<file path="src/rtl/door_sched_pkg.sv">
// Shared types and constants for the door event scheduler.
// Field offsets are in units of WIDTH within one door's 4-field slice.
package door_sched_pkg;

  typedef enum logic [1:0] {
    StIdle,
    StApply,
    StFault
  } door_state_e;

  localparam logic [1:0] FaultNone  = 2'b00;
  localparam logic [1:0] FaultUnder = 2'b01;
  localparam logic [1:0] FaultOver  = 2'b10;
  localparam logic [1:0] FaultInv   = 2'b11;

  localparam int unsigned NumFields = 4;
  localparam int unsigned FieldAIn  = 3;
  localparam int unsigned FieldAOut = 2;
  localparam int unsigned FieldBIn  = 1;
  localparam int unsigned FieldBOut = 0;

  function automatic int unsigned idx_width(input int unsigned n);
    return (n > 1) ? $clog2(n) : 1;
  endfunction

endpackage

</file>
<file path="src/rtl/door_rr_arbiter.sv">
// Round-robin arbiter: grants the first requester found searching upward
// from ptr with wrap-around. Purely combinational.
module door_rr_arbiter #(
  parameter int unsigned N  = 3,
  parameter int unsigned IW = 2
) (
  input  logic [N-1:0]  req,
  input  logic [IW-1:0] ptr,
  output logic [N-1:0]  grant,
  output logic [IW-1:0] index
);

  logic          found;
  logic [IW-1:0] cand;

  always_comb begin
    grant = '0;
    index = '0;
    found = 1'b0;
    cand  = '0;
    for (int unsigned i = 0; i < N; i++) begin
      cand = IW'((32'(ptr) + i) % N);
      if (!found && req[cand]) begin
        found       = 1'b1;
        grant[cand] = 1'b1;
        index       = cand;
      end
    end
  end

endmodule

</file>
<file path="src/rtl/door_event_scheduler.sv">
// Round-robin scheduler applying per-door occupancy deltas to two counters
// with invariant checking. Define DOOR_SCHED_STICKY_FAULT_EN for a sticky fault.
module door_event_scheduler
  import door_sched_pkg::*;
#(
  parameter int unsigned WIDTH  = 10,
  parameter int unsigned NDOORS = 3,
  localparam int unsigned IW    = idx_width(NDOORS)
) (
  input  logic                           clk,
  input  logic                           rst_n,
  input  logic [NDOORS-1:0]              req_valid,
  input  logic [NumFields*WIDTH*NDOORS-1:0] req_delta,
  output logic [NDOORS-1:0]              req_ready,
  input  logic                           fault_clr,
  output logic [WIDTH-1:0]               cnt_a,
  output logic [WIDTH-1:0]               cnt_b,
  output logic                           commit_valid,
  output logic [IW-1:0]                  commit_door,
  output logic                           fault,
  output logic [1:0]                     fault_code
);

  door_state_e state_q, state_d;

  logic [IW-1:0]    rr_ptr_q, rr_ptr_d;
  logic [WIDTH-1:0] a_in_q, a_in_d, a_out_q, a_out_d;
  logic [WIDTH-1:0] b_in_q, b_in_d, b_out_q, b_out_d;
  logic [WIDTH-1:0] cnt_a_q, cnt_a_d, cnt_b_q, cnt_b_d;
  logic             commit_valid_q, commit_valid_d;
  logic [IW-1:0]    commit_door_q, commit_door_d;
  logic             fault_q, fault_d;
  logic [1:0]       fault_code_q, fault_code_d;

  logic [NDOORS-1:0]          grant;
  logic [IW-1:0]              grant_idx;
  logic [NumFields*WIDTH-1:0] door_delta;

  logic signed [WIDTH+1:0] next_a, next_b;
  logic                    underflow, overflow, inv_viol;

  door_rr_arbiter #(
    .N  (NDOORS),
    .IW (IW)
  ) u_arb (
    .req   (req_valid),
    .ptr   (rr_ptr_q),
    .grant (grant),
    .index (grant_idx)
  );

  assign door_delta = req_delta[NumFields*WIDTH*grant_idx +: NumFields*WIDTH];

  // Gate with rst_n so no grant is offered while reset is held.
  assign req_ready = (state_q == StIdle && rst_n) ? grant : '0;

  // Two guard bits: one for the carry above 2^WIDTH-1, one for the sign.
  assign next_a = $signed({2'b00, cnt_a_q}) + $signed({2'b00, a_in_q})
                - $signed({2'b00, a_out_q});
  assign next_b = $signed({2'b00, cnt_b_q}) + $signed({2'b00, b_in_q})
                - $signed({2'b00, b_out_q});

  assign underflow = next_a[WIDTH+1] | next_b[WIDTH+1];
  assign overflow  = next_a[WIDTH] | next_b[WIDTH];
  assign inv_viol  = next_b > next_a;

  always_comb begin
    state_d        = state_q;
    rr_ptr_d       = rr_ptr_q;
    a_in_d         = a_in_q;
    a_out_d        = a_out_q;
    b_in_d         = b_in_q;
    b_out_d        = b_out_q;
    cnt_a_d        = cnt_a_q;
    cnt_b_d        = cnt_b_q;
    commit_valid_d = 1'b0;
    commit_door_d  = commit_door_q;
    fault_d        = fault_q;
    fault_code_d   = fault_code_q;

    unique case (state_q)
      StIdle: begin
        if (|req_valid) begin
          a_in_d        = door_delta[FieldAIn*WIDTH +: WIDTH];
          a_out_d       = door_delta[FieldAOut*WIDTH +: WIDTH];
          b_in_d        = door_delta[FieldBIn*WIDTH +: WIDTH];
          b_out_d       = door_delta[FieldBOut*WIDTH +: WIDTH];
          commit_door_d = grant_idx;
          rr_ptr_d      = (grant_idx == IW'(NDOORS - 1)) ? '0 : grant_idx + 1'b1;
          state_d       = StApply;
        end
      end
      StApply: begin
        if (underflow) begin
          fault_d      = 1'b1;
          fault_code_d = FaultUnder;
          state_d      = StFault;
        end else if (overflow) begin
          fault_d      = 1'b1;
          fault_code_d = FaultOver;
          state_d      = StFault;
        end else if (inv_viol) begin
          fault_d      = 1'b1;
          fault_code_d = FaultInv;
          state_d      = StFault;
        end else begin
          cnt_a_d        = next_a[WIDTH-1:0];
          cnt_b_d        = next_b[WIDTH-1:0];
          commit_valid_d = 1'b1;
          state_d        = StIdle;
        end
      end
      StFault: begin
`ifdef DOOR_SCHED_STICKY_FAULT_EN
        if (fault_clr) begin
          fault_d      = 1'b0;
          fault_code_d = FaultNone;
          state_d      = StIdle;
        end
`else
        fault_d      = 1'b0;
        fault_code_d = FaultNone;
        state_d      = StIdle;
`endif
      end
      default: state_d = StIdle;
    endcase
  end

`ifndef DOOR_SCHED_STICKY_FAULT_EN
  logic unused_fault_clr;
  assign unused_fault_clr = fault_clr;
`endif

  always_ff @(posedge clk or negedge rst_n) begin
    if (!rst_n) begin
      state_q        <= StIdle;
      rr_ptr_q       <= '0;
      a_in_q         <= '0;
      a_out_q        <= '0;
      b_in_q         <= '0;
      b_out_q        <= '0;
      cnt_a_q        <= '0;
      cnt_b_q        <= '0;
      commit_valid_q <= 1'b0;
      commit_door_q  <= '0;
      fault_q        <= 1'b0;
      fault_code_q   <= FaultNone;
    end else begin
      state_q        <= state_d;
      rr_ptr_q       <= rr_ptr_d;
      a_in_q         <= a_in_d;
      a_out_q        <= a_out_d;
      b_in_q         <= b_in_d;
      b_out_q        <= b_out_d;
      cnt_a_q        <= cnt_a_d;
      cnt_b_q        <= cnt_b_d;
      commit_valid_q <= commit_valid_d;
      commit_door_q  <= commit_door_d;
      fault_q        <= fault_d;
      fault_code_q   <= fault_code_d;
    end
  end

  assign cnt_a        = cnt_a_q;
  assign cnt_b        = cnt_b_q;
  assign commit_valid = commit_valid_q;
  assign commit_door  = commit_door_q;
  assign fault        = fault_q;
  assign fault_code   = fault_code_q;

endmodule
</file>
<file path="config.mk">
export PLATFORM = sky130hd
export DESIGN_NAME = door_event_scheduler
export DESIGN_NICKNAME = d
export VERILOG_FILES = /design/src/rtl/door_sched_pkg.sv /design/src/rtl/door_rr_arbiter.sv /design/src/rtl/door_event_scheduler.sv
export SDC_FILE = /design/constraint.sdc
export NUM_CORES = 1
export LEC_CHECK = 0
export BUFFER_PORTS_ARGS = -buffer_cell sky130_fd_sc_hd__buf_2
export CORE_AREA = 2 2 126 128
export DETAILED_ROUTE_END_ITERATION = 8
export DIE_AREA = 0 0 128 130
export PLACE_DENSITY = 0.58
export REMOVE_ABC_BUFFERS = 1
export SETUP_SLACK_MARGIN = 0.3
export SLEW_MARGIN = 20
export SYNTH_ARGS = -nofsm -noshare
export SYNTH_HDL_FRONTEND = slang
export SYNTH_SLANG_ARGS = --single-unit
</file>
<file path="constraint.sdc">
create_clock -name clk -period 5.73 [get_ports clk]
set_clock_uncertainty 0.15 [all_clocks]
set_input_delay 0.573 -clock clk [delete_from_list [all_inputs] [get_ports clk]]
set_output_delay 0.573 -clock clk [all_outputs]
set_load 0.01 [all_outputs]
</file>
==> metrics.txt <==
outcome=complete, no violations; die span in x=around 130 µm; register area share after synthesis=between 30% and 40%; Worst Max-Slew Pin Slew=~1 ns; Syn. warnings=0; unrepaired setup endpoints after global routing=false; Die H=between 100 and 150 µm; vias in the first global route=around 4,500; Reg clk slew, reported paths=approximately 0.06 ns; DRT antenna net count=0; Critical Path Slowest Stage Cell=fa_1; GRT overflow=0; total CTS buffers=9; Place WS=between 0.6 and 0.7 ns; CTS tree=yes; Syn Area/Cell=9.47 µm²; Final Max Tran Viols=0; DR iter-0 viols=about 140; Final min period=roughly 5 ns; Clock Sinks=70; most common cell after layout, fill and taps aside=buf_2; 1st-pass router iterations=4; deepest clock path buffer count=2; Async S/R FF share, synth=between 90% and 100%; flops & latches, synth=70; Starting Density=between 30% and 40%; clock root cell=clkbuf_16; relative slew slack=31.3%; worst skew pair latency=0.33 ns; max-cap viol count=0; fmax=0.198 GHz; met1 wire length=5730 µm; row count=46; H-tree depth=3; Tcrit/Tclk final=about 88%; commonest cells after routing, fill and taps aside=buf_2 (152), inv_1 (89), dfrtp_1 (70); Avg WL per Cell=13.4 µm; number of buffers added on ports=153; post-DP HPWL=between 9000 and 10,000 µm; Crit. End Element=flop; worst path required time=around 5.8 ns; Setup TNS=0 ns; drt total wl=between 10,000 and 15,000 µm; hold_ws=around 0.23 ns; main flop type after synthesis=dfrtp_1; met3 routed WL=621 µm; global-route wire length before repair=between 20,000 and 25,000 µm; Die ar.=16,600 µm²; CP max FO=14; largest net degree at the start of global routing=between 80 and 90; Ant. Diodes=0; NumNets Final=just over 900; Setup CP Type=reg -> reg; cell-by-cell listing of the critical path=inv_1 -> fa_1 -> inv_1 -> fa_1 -> a21o_1 -> a211oi_1 -> o21ai_1 -> a31o_1 -> a21o_1 -> xor2_1 -> ha_1 -> nand4b_4 -> a211o_1 -> a311oi_1 -> or3_1 -> buf_4 -> mux2_4; EDFF count, synth=0; slowest stage delay, CP=0.53 ns; Worst setup SP type=flop; Residual DRC=0; DR vias/cell=around 4.9; Arr. time, crit path=slightly above 5 ns; via count=4,532; Cell Area, Synth=approximately 5600 µm²; Core Area=~15,000 µm²; worst setup path start=cnt_b[1]$_DFFE_PN0P_; initial antenna violation count=0; Gate Count Post-Synth=approximately 600; I/O pin count=approximately 160; worst r2r src=cnt_b[1]$_DFFE_PN0P_; Syn-to-layout area delta=21.3%; RD Place Congestion=roughly 0.8; Final setup viols=0; final worst slack=roughly 0.69 ns; Setup Buffers After CTS=0; Worst Hold Class=in -> async; top sig layer=met4; met2 WL=approximately 5800 µm; layout cell share with drive strength beyond 1=between 20% and 30%; Distinct cells, synth=57; final hold vios=0; total track usage=between 15 and 20%
## per-stage QoR
| stage | area, µm² | utilization (%) | std cells |
|---|---|---|---|
| global route | 6760 | 43.8 | 923 |
| finish | 6760 | 43.8 | 923 |
| CTS | 6760 | 43.8 | 923 |
| detailed placement | 6480 | 42.0 | 907 |
| floorplan | 5410 | - | 558 |
| global placement | 6480 | 42.0 | 907 |
## cell families after synthesis
kind of cell,synth area share (%)
compound gates,19.5
fa+ha+maj,17.0
xor+xnor,2.98
mux,11.5
flops,31.4
buf+inv,9.13
simple gates,8.48
## critical path: cells and delay by family (launching register included)
family	cells	cell delay, ns
AOI/OAI and AO/OA	7	1.86
adders and majority gates	3	1.33
muxes	1	0.33
and+or+nand+nor	2	0.33
DFF	1	0.37
buffers and inverters	3	0.41
xor gates and xnor gates	1	0.15
## flip-flops by register name (all words and copies together) (netlist names)
signal	cells
a_in_q	10
a_out_q	10
b_in_q	10
b_out_q	10
cnt_a	10
cnt_b	10
commit_door	2
commit_valid	1
fault	1
fault_code	2
rr_ptr_q	2
state_q	2
## routing by layer
layer / vias up / GRT usage [%]
li1: 2310 / -
met1: 2089 / 20.3
met2: 116 / 26.3
met3: 17 / 2.91
met4: 0 / 5.04
met5: - / 0
## cell type report
type                            instances  area [µm²]
Tap cell                              192         240
Fill cell                            1544        8660
Multi-Input combinational cell        397        3350
Inverter                               91         342
Timing Repair Buffer                  157         798
Clock inverter                          6        37.5
Sequential cell                        70        1750
Clock buffer                           10         239
## worst paths after layout
kind,cells after the start,slack (ns),endpoint
min in group clk,1,0.32,b_in_q[5]$_DFFE_PN0P_
min reg2reg,1,0.32,b_in_q[5]$_DFFE_PN0P_
max,17,0.69,cnt_a[0]$_DFFE_PN0P_
max reg2reg,17,0.69,cnt_a[0]$_DFFE_PN0P_
max in group asynchronous,1,4.61,cnt_a[2]$_DFFE_PN0P_
min,1,0.23,b_out_q[8]$_DFFE_PN0P_
## repair_timing
action,4_1_cts,5_1_grt
hold buffers,0,0
setup endpoints to repair,0,5
endpoints found under the hold margin,0,0
gates resized for setup,0,1
## synth_stat cells, types with 3 or more instances
master / instances / area (µm²)
dfrtp_1: 70 / 1750
clkbuf_1: 18 / 67.6
fa_1: 20 / 400
a211oi_1: 42 / 315
nand2_1: 19 / 71.3
a21oi_1: 16 / 80.1
nor2_1: 53 / 199
nand3_1: 3 / 15.0
o21bai_1: 3 / 22.5
buf_6: 5 / 56.3
mux2i_1: 49 / 490
nor3_1: 7 / 35.0
nand2b_1: 4 / 25.0
ha_1: 43 / 538
nor2b_1: 3 / 18.8
mux2_4: 7 / 105
o21ai_0: 8 / 40.0
a21o_1: 47 / 353
o211ai_1: 4 / 30.0
inv_1: 89 / 334
mux2_1: 4 / 45.0
xnor2_1: 10 / 87.6
o21ai_1: 6 / 30.0
xor2_1: 9 / 78.8
buf_2: 5 / 25.0
Power is not shown: default switching activity piles up to over one toggle a cycle in this logic, so the estimate is an artifact.
